## config.mk

```make
export PLATFORM = sky130hd
export DESIGN_NAME = mips32_run_monitor
export DESIGN_NICKNAME = d
export VERILOG_FILES = /design/src/rtl/mips32_run_pkg.sv /design/src/rtl/mips32_trace_fifo.sv /design/src/rtl/mips32_run_monitor.sv
export SDC_FILE = /design/constraint.sdc
export NUM_CORES = 1
export LEC_CHECK = 0
export BUFFER_PORTS_ARGS = -buffer_cell sky130_fd_sc_hd__buf_2
export CAP_MARGIN = 30
export CORE_UTILIZATION = 45
export CTS_CLUSTER_SIZE = 14
export DETAILED_ROUTE_END_ITERATION = 6
export PLACE_DENSITY = 0.74
export RECOVER_POWER = 100
export REMOVE_ABC_BUFFERS = 1
export SETUP_SLACK_MARGIN = 0.3
export SLEW_MARGIN = 40
export SYNTH_ARGS = -nofsm -noshare
export SYNTH_HDL_FRONTEND = slang
export SYNTH_SLANG_ARGS = --single-unit
export TNS_END_PERCENT = 1
```

## constraint.sdc

```tcl
create_clock -name clock -period 6.9 [get_ports clock]
set_clock_uncertainty 0.2 [all_clocks]
set_input_delay 1.035 -clock clock [delete_from_list [all_inputs] [get_ports clock]]
set_output_delay 1.035 -clock clock [all_outputs]
set_load 0.02 [all_outputs]
```

## src/rtl/mips32_run_pkg.sv

```systemverilog
// ---------------------------------------------------------------------------
// mips32_run_pkg
// Shared types and constants for the mips32 run controller:
//   - run_state_t   : controller state (IDLE, RUN, DUMP, DONE)
//   - CAUSE_*       : halt_cause encodings reported by mips32_run_monitor
//   - trace_entry_w : width of one {pc, instr} trace FIFO entry
// ---------------------------------------------------------------------------
package mips32_run_pkg;

    typedef enum logic [1:0] {
        IDLE = 2'd0,
        RUN  = 2'd1,
        DUMP = 2'd2,
        DONE = 2'd3
    } run_state_t;

    localparam logic [2:0] CAUSE_NONE  = 3'd0;
    localparam logic [2:0] CAUSE_EXT   = 3'd1;
    localparam logic [2:0] CAUSE_HALTI = 3'd2;
    localparam logic [2:0] CAUSE_STUCK = 3'd3;
    localparam logic [2:0] CAUSE_MAX   = 3'd4;

    function automatic int trace_entry_w(input int addr_w, input int instr_w);
        return addr_w + instr_w;
    endfunction

endpackage

```

## src/rtl/mips32_trace_fifo.sv

```systemverilog
// ---------------------------------------------------------------------------
// mips32_trace_fifo
// Show-ahead FIFO holding retired {pc, instr} pairs.
// Ports:
//   clock, reset   : clock, asynchronous active-high reset
//   i_flush        : empties the FIFO and clears the overflow flag
//   i_push/i_data  : write request and entry
//   i_pop          : read request (ignored while empty)
//   o_data         : head entry, zero while empty
//   o_full/o_empty : occupancy flags
//   o_ovf_sticky   : set when a push was dropped because the FIFO was full
// ---------------------------------------------------------------------------
module mips32_trace_fifo #(
    parameter int WIDTH = 64,
    parameter int DEPTH = 8
) (
    input  logic             clock,
    input  logic             reset,
    input  logic             i_flush,
    input  logic             i_push,
    input  logic [WIDTH-1:0] i_data,
    input  logic             i_pop,
    output logic [WIDTH-1:0] o_data,
    output logic             o_full,
    output logic             o_empty,
    output logic             o_ovf_sticky
);

    localparam int AW = $clog2(DEPTH);

    logic [AW:0]      r_wr_ptr;
    logic [AW:0]      r_rd_ptr;
    logic             r_ovf;
    logic [WIDTH-1:0] r_mem [DEPTH];

    logic w_pop;
    logic w_push;

    assign o_empty = (r_wr_ptr == r_rd_ptr);
    // Extra pointer bit distinguishes full from empty when the indices match.
    assign o_full  = (r_wr_ptr[AW] != r_rd_ptr[AW]) &&
                     (r_wr_ptr[AW-1:0] == r_rd_ptr[AW-1:0]);

    assign w_pop  = i_pop && !o_empty;
    // A pop in the same cycle frees the slot the push needs.
    assign w_push = i_push && (!o_full || w_pop);

    always_ff @(posedge clock or posedge reset) begin
        if (reset) begin
            r_wr_ptr <= '0;
            r_rd_ptr <= '0;
            r_ovf    <= 1'b0;
        end else if (i_flush) begin
            r_wr_ptr <= '0;
            r_rd_ptr <= '0;
            r_ovf    <= 1'b0;
        end else begin
            if (w_push) begin
                r_wr_ptr <= r_wr_ptr + 1'b1;
            end
            if (w_pop) begin
                r_rd_ptr <= r_rd_ptr + 1'b1;
            end
            if (i_push && !w_push) begin
                r_ovf <= 1'b1;
            end
        end
    end

    // Storage carries no reset; validity is tracked by the pointers.
    always_ff @(posedge clock) begin
        if (w_push && !i_flush) begin
            r_mem[r_wr_ptr[AW-1:0]] <= i_data;
        end
    end

    assign o_data       = o_empty ? '0 : r_mem[r_rd_ptr[AW-1:0]];
    assign o_ovf_sticky = r_ovf;

endmodule

```

## src/rtl/mips32_run_monitor.sv

```systemverilog
// ---------------------------------------------------------------------------
// mips32_run_monitor
// Run controller for the mips32 core: starts a run, counts retired
// instructions, detects a halt (external request, halt instruction word,
// stuck PC, cycle limit), then performs a dump-request handshake.
// Optional trace FIFO of retired {pc, instr} pairs, built only when the
// macro MIPS32_RUN_TRACE_EN is defined; otherwise the trace outputs are 0.
// Ports:
//   clock, reset          : clock, asynchronous active-high reset
//   start                 : pulse, starts a run from IDLE or DONE
//   retire/pc_in/instr_in : retiring instruction from the core
//   halt_req              : external halt level, sampled in RUN
//   dump_req/dump_ack     : dump handshake
//   running/done/halted   : run status (done is a one-cycle pulse)
//   halt_cause            : 0 none, 1 EXT, 2 HALTI, 3 STUCK, 4 MAX
//   cycle_count           : retired-instruction count of current/last run
//   trace_rd/trace_valid/trace_data/trace_ovf : trace FIFO readout
// ---------------------------------------------------------------------------
module mips32_run_monitor
    import mips32_run_pkg::*;
#(
    parameter int                 ADDR_W      = 32,
    parameter int                 INSTR_W     = 32,
    parameter int                 CYC_W       = 16,
    parameter int                 MAX_CYCLES  = 60,
    parameter int                 STALL_LIMIT = 4,
    parameter logic [INSTR_W-1:0] HALT_WORD   = 32'hFFFF_FFFF,
    parameter int                 TRACE_DEPTH = 8
) (
    input  logic                      clock,
    input  logic                      reset,
    input  logic                      start,
    input  logic                      retire,
    input  logic [ADDR_W-1:0]         pc_in,
    input  logic [INSTR_W-1:0]        instr_in,
    input  logic                      halt_req,
    output logic                      dump_req,
    input  logic                      dump_ack,
    output logic                      running,
    output logic                      done,
    output logic                      halted,
    output logic [2:0]                halt_cause,
    output logic [CYC_W-1:0]          cycle_count,
    input  logic                      trace_rd,
    output logic                      trace_valid,
    output logic [ADDR_W+INSTR_W-1:0] trace_data,
    output logic                      trace_ovf
);

    localparam int STALL_W = $clog2(STALL_LIMIT + 1);

    run_state_t         r_state;
    run_state_t         w_state_nxt;
    logic [CYC_W-1:0]   r_cycle;
    logic [STALL_W-1:0] r_stall;
    logic [ADDR_W-1:0]  r_last_pc;
    logic               r_last_vld;
    logic [2:0]         r_cause;

    logic               w_run_start;
    logic               w_same_pc;
    logic               w_stuck;
    logic               w_max;
    logic [2:0]         w_cause;

    // Halt detection, priority EXT > HALTI > STUCK > MAX.
    // r_stall holds the number of consecutive retires seen at r_last_pc,
    // so the retire that makes it reach STALL_LIMIT declares the core stuck.
    assign w_same_pc = r_last_vld && (pc_in == r_last_pc);
    assign w_stuck   = retire && w_same_pc &&
                       (({1'b0, r_stall} + 1'b1) == (STALL_W+1)'(STALL_LIMIT));
    assign w_max     = retire &&
                       (({1'b0, r_cycle} + 1'b1) == (CYC_W+1)'(MAX_CYCLES));

    always_comb begin
        w_cause = CAUSE_NONE;
        if (halt_req) begin
            w_cause = CAUSE_EXT;
        end else if (retire && (instr_in == HALT_WORD)) begin
            w_cause = CAUSE_HALTI;
        end else if (w_stuck) begin
            w_cause = CAUSE_STUCK;
        end else if (w_max) begin
            w_cause = CAUSE_MAX;
        end
    end

    always_ff @(posedge clock or posedge reset) begin
        if (reset) begin
            r_state <= IDLE;
        end else begin
            r_state <= w_state_nxt;
        end
    end

    always_comb begin
        w_state_nxt = r_state;
        w_run_start = 1'b0;
        running     = 1'b0;
        halted      = 1'b0;
        dump_req    = 1'b0;
        done        = 1'b0;
        case (r_state)
            IDLE: begin
                if (start) begin
                    w_state_nxt = RUN;
                    w_run_start = 1'b1;
                end
            end
            RUN: begin
                running = 1'b1;
                if (w_cause != CAUSE_NONE) begin
                    w_state_nxt = DUMP;
                end
            end
            DUMP: begin
                dump_req = 1'b1;
                if (dump_ack) begin
                    done        = 1'b1;
                    w_state_nxt = DONE;
                end
            end
            DONE: begin
                halted = 1'b1;
                if (start) begin
                    w_state_nxt = RUN;
                    w_run_start = 1'b1;
                end
            end
            default: w_state_nxt = IDLE;
        endcase
    end

    always_ff @(posedge clock or posedge reset) begin
        if (reset) begin
            r_cycle    <= '0;
            r_stall    <= '0;
            r_last_pc  <= '0;
            r_last_vld <= 1'b0;
            r_cause    <= CAUSE_NONE;
        end else if (w_run_start) begin
            r_cycle    <= '0;
            r_stall    <= '0;
            r_last_pc  <= '0;
            r_last_vld <= 1'b0;
            r_cause    <= CAUSE_NONE;
        end else if (r_state == RUN) begin
            if (retire) begin
                if (r_cycle != '1) begin
                    r_cycle <= r_cycle + 1'b1;
                end
                r_stall    <= w_same_pc ? r_stall + 1'b1 : STALL_W'(1);
                r_last_pc  <= pc_in;
                r_last_vld <= 1'b1;
            end
            if (w_cause != CAUSE_NONE) begin
                r_cause <= w_cause;
            end
        end
    end

    assign halt_cause  = r_cause;
    assign cycle_count = r_cycle;

`ifdef MIPS32_RUN_TRACE_EN
    localparam int TRACE_W = trace_entry_w(ADDR_W, INSTR_W);

    logic w_fifo_empty;
    logic w_fifo_full_unused;

    mips32_trace_fifo #(
        .WIDTH (TRACE_W),
        .DEPTH (TRACE_DEPTH)
    ) u_trace_fifo (
        .clock        (clock),
        .reset        (reset),
        .i_flush      (w_run_start),
        .i_push       ((r_state == RUN) && retire),
        .i_data       ({pc_in, instr_in}),
        .i_pop        (trace_rd),
        .o_data       (trace_data),
        .o_full       (w_fifo_full_unused),
        .o_empty      (w_fifo_empty),
        .o_ovf_sticky (trace_ovf)
    );

    assign trace_valid = !w_fifo_empty;
`else
    logic        w_unused_trace_rd;
    logic [31:0] w_unused_depth;

    assign w_unused_trace_rd = trace_rd;
    assign w_unused_depth    = 32'(TRACE_DEPTH);
    assign trace_valid       = 1'b0;
    assign trace_data        = '0;
    assign trace_ovf         = 1'b0;
`endif

endmodule

```

==> summary.md <==
| Metric | Value |
|---|---|
| Dpl cells | `613` |
| Maximum VDD drop | `0.1277 mV` |
| Post-CTS setup buffer count | `0` |
| CP cell instances | `buf_2 > inv_1 > clkbuf_1` |
| Pleak | `1.974 nW` |
| Final worst-path cycle share | `55.31%` |
| CTS tree | `built` |
| GRT overflow | `0` |
| Path depth of the worst reg2reg path | `7` |
| Switching Power | `0.5069 mW` |
| Via-per-instance ratio | `4.909` |
| Core Region | `0.007888 sq mm` |
| Post-synth EDFFs | `0` |
| Final WL | `7.901 mm` |
| Area Growth Syn to Fin | `9.762%` |
| Final std cells w/o fill | `629` |
| Cell Area, Synth | `0.003730 sq mm` |
| Proportion of power drawn by combinational gates | `37.0%` |
| Placed inst area | `0.004016 sq mm` |
| Worst Hold Slack | `308.3 ps` |
| Total Routing Usage GR | `18.92%` |
| Number of H-tree levels | `3` |
| Initial core utilization | `47.29%` |
| CP Class | `input pin to asynchronous set/reset pin` |
| Worst Hold Class | `flop to flop` |
| Yosys top cell by area | `dfrtp_1` |
| Largest net degree at the start of global routing | `58` |
| Core Rows | `32` |
| Slowest cell on the critical path | `clkbuf_1` |
| Mean post-synth cell area | `8.555 sq um` |
| Net count, final | `599` |
| Worst reg2reg path startpoint | `cycle_count[0]$_DFFE_PP0P_` |
| Setup crit end kind | `asynchronous set/reset pin` |
| Crit path buf inv count | `3` |
| Port Buffers | `92` |
| Critical Path RT | `6450 ps` |
| Total I/O pin count | `160` |
| Clock slew at reported path FFs | `70 ps` |
| Worst-Margin Slew | `3077 ps` |
| #FFs+latches synth | `57` |
| Clock Path Buffers | `2` |
| Avg WL per Cell | `12.56 um` |
| Initial antenna violation count | `0` |
| Primary FF master, synth | `dfrtp_1` |
| Routability cong. | `0.8710` |
| CTS Buf Count | `9` |
| Asr flop ratio synth | `100.0%` |
| Unrepaired setup endpoints after global routing | `no` |
| Via count | `3,088` |
| Status | `finished with violations` |
| Post-route ant nets | `0` |
| Tot Pwr | `1.249 mW` |
| Failing checks | `max-capacitance violations, max-slew violations` |
| Distinct cells, synth | `42` |
| R2r setup slk | `3850 ps` |
| Cells after synthesis | `436` |
| Ys Warns | `0` |
| Cts hold-fix bufs | `0` |
| Place WS | `3698 ps` |
| Setup ws final | `3084 ps` |
| First-pass GRT wire length | `12.94 mm` |
| Setup crit start kind | `input pin` |
| Design area | `0.004094 sq mm` |
| Clock latency on the worst-skew pair | `320 ps` |
| Sequential Power Share | `42.2%` |
| CTS Sinks | `57` |
| Antenna Cells | `0` |
| Initial DRC count | `158` |
| Internal | `0.7419 mW` |
| Final hold vios | `0` |
| DRT Pass-1 Iters | `4` |
| Min Tclk post-route | `3816 ps` |
| Hold EP | `r_last_vld$_DFFE_PP0P_` |
| Clock power frac | `20.8%` |
| CTS Root Cell | `clkbuf_8` |
| Family with the most delay on the worst path | `buffers and inverters` |
| Power Dens Cells | `305.0 mW/mm^2` |
| Slew Limit Fails | `96` |
| R2R Path End | `cycle_count[15]$_DFFE_PP0P_` |
| Die Span Y | `93.04 um` |
| Hold Crit Depth | `2` |
| Slew HR | `-105.1%` |
| Crit Path Max Fanout | `57` |
| DRC viols | `0` |
| Synth area leaders | `dfrtp_1, buf_4, nand2_1` |
| Switching Fraction | `40.59%` |
| Hpwl dp | `5.694 mm` |
| Max cap viols | `2` |
| Worst EP arrival | `3360 ps` |
| Fin util | `51.90%` |
| Die area | `0.008656 sq mm` |
| Max Fclk | `262.0 MHz` |
| CTS resizes | `0` |
| Final setup vio count | `0` |
| Register area share after synthesis | `38.24%` |
| Hold path start | `r_last_vld$_DFFE_PP0P_` |
| Setup TNS | `0 ps` |
| Number of global-route vias before repair | `2,851` |
| Delay of the slowest critical-path stage | `2170 ps` |
| Layout cell share with drive strength beyond 1 | `16.51%` |
| Yosys top cell area share | `38.24%` |
| Die X | `93.04 um` |
[Yosys cell counts, types with 2 or more instances]
cell type	instances
inv_1	5
buf_1	4
a32oi_1	2
xor2_1	32
nor3_1	4
o21ai_0	9
and2_1	3
mux2i_1	3
nand4_1	18
buf_4	66
dfrtp_1	57
nor3b_1	2
or3_1	3
nor2_1	23
and3_1	8
nor4_1	8
a21oi_1	39
nand3_1	14
xnor2_1	15
clkbuf_1	12
buf_2	3
nor2b_1	2
nand2_1	79
nand3b_1	2
ha_1	6
[worst max path at each step]
stage,startpoint,end,slack (ps),cells past startpoint
after floorplan,retire,cycle_count[7]$_DFFE_PP0P_,4010,6
after global placement,pc_in[3],r_state[1]$_DFFE_PP0P_,3750,8
after detailed placement,pc_in[29],r_state[1]$_DFFE_PP0P_,3700,8
after CTS,pc_in[29],r_state[1]$_DFFE_PP0P_,4060,8
after global routing,reset,cycle_count[14]$_DFFE_PP0P_,2490,3
final,reset,cycle_count[15]$_DFFE_PP0P_,3080,3
[logic make-up (layout without fill, tap and decap cells)]
| group | after synthesis | after routing | share of synthesized area [%] |
|---|---|---|---|
| muxes | 3 | 3 | 0.8051 |
| other | 1 | 66 | 0.1005 |
| AOI/OAI and AO/OA | 60 | 60 | 10.10 |
| buffers and inverters | 90 | 116 | 15.80 |
| DFF | 57 | 57 | 38.24 |
| and+or+nand+nor | 172 | 172 | 21.91 |
| xor gates and xnor gates | 47 | 47 | 11.04 |
| adders and majority gates | 6 | 6 | 2.013 |
[placed cells by master (no fill, tap or decap), drive strengths merged, types with 2 or more instances in the layout]
cell / Yosys / final
nand2: 80 / 80
buf: 73 / 69
conb: 1 / 66
dfrtp: 57 / 57
a21oi: 39 / 39
clkbuf: 12 / 36
xor2: 32 / 32
nor2: 23 / 23
nand4: 18 / 18
xnor2: 15 / 15
nand3: 14 / 14
o21ai: 10 / 10
and3: 8 / 8
nor4: 8 / 8
ha: 6 / 6
inv: 5 / 5
nor3: 4 / 4
clkinv: 0 / 4
mux2i: 3 / 3
or3: 3 / 3
and2: 3 / 3
nor3b: 2 / 2
or4: 2 / 2
a32oi: 2 / 2
nand3b: 2 / 2
nor2b: 2 / 2
clkinvlp: 0 / 2
[sequential cells by signal, indices dropped and copies added (netlist names)]
signal	flops
r_last_pc	32
cycle_count	16
halt_cause	3
r_stall	3
r_state	2
r_last_vld	1
[power by group through the flow]
| stage | Clock (mW) | Sequential (mW) | Combinational (mW) |
|---|---|---|---|
| after floorplan | 0 | 0.524 | 0.348 |
| after global placement | 0 | 0.522 | 0.462 |
| after CTS | 0.268 | 0.525 | 0.478 |
| after detailed placement | 0 | 0.531 | 0.477 |
| final | 0.260 | 0.527 | 0.463 |
| after global routing | 0.284 | 0.543 | 0.521 |
[worst register-to-register path, delay by kind of cell (launching register included)]
kind | cells | cell delay, ps
adder cells (fa/ha/maj) | 1 | 290
AO/OA/AOI/OAI | 2 | 1020
AND/OR/NAND/NOR | 4 | 1000
flip-flops | 1 | 450
[area by class of cell]
| cell class | count | area, sq um |
|---|---|---|
| multi-input cells | 354 | 1913 |
| flip-flops and latches | 57 | 1426 |
| fillers | 787 | 3794 |
| inverters | 5 | 18.77 |
| well taps | 102 | 127.6 |
| clock buffers | 10 | 127.6 |
| repair buffers | 95 | 445.4 |
| clock inverters | 6 | 35.03 |
[routing by layer]
layer,part of all wire (%),GRT usage (%)
met5,0,0
met4,0.65,6.410
met3,5.5,3.008
met2,49,32.66
met1,45,24.04
No activity file was read; power rests on OpenSTA's default activity.
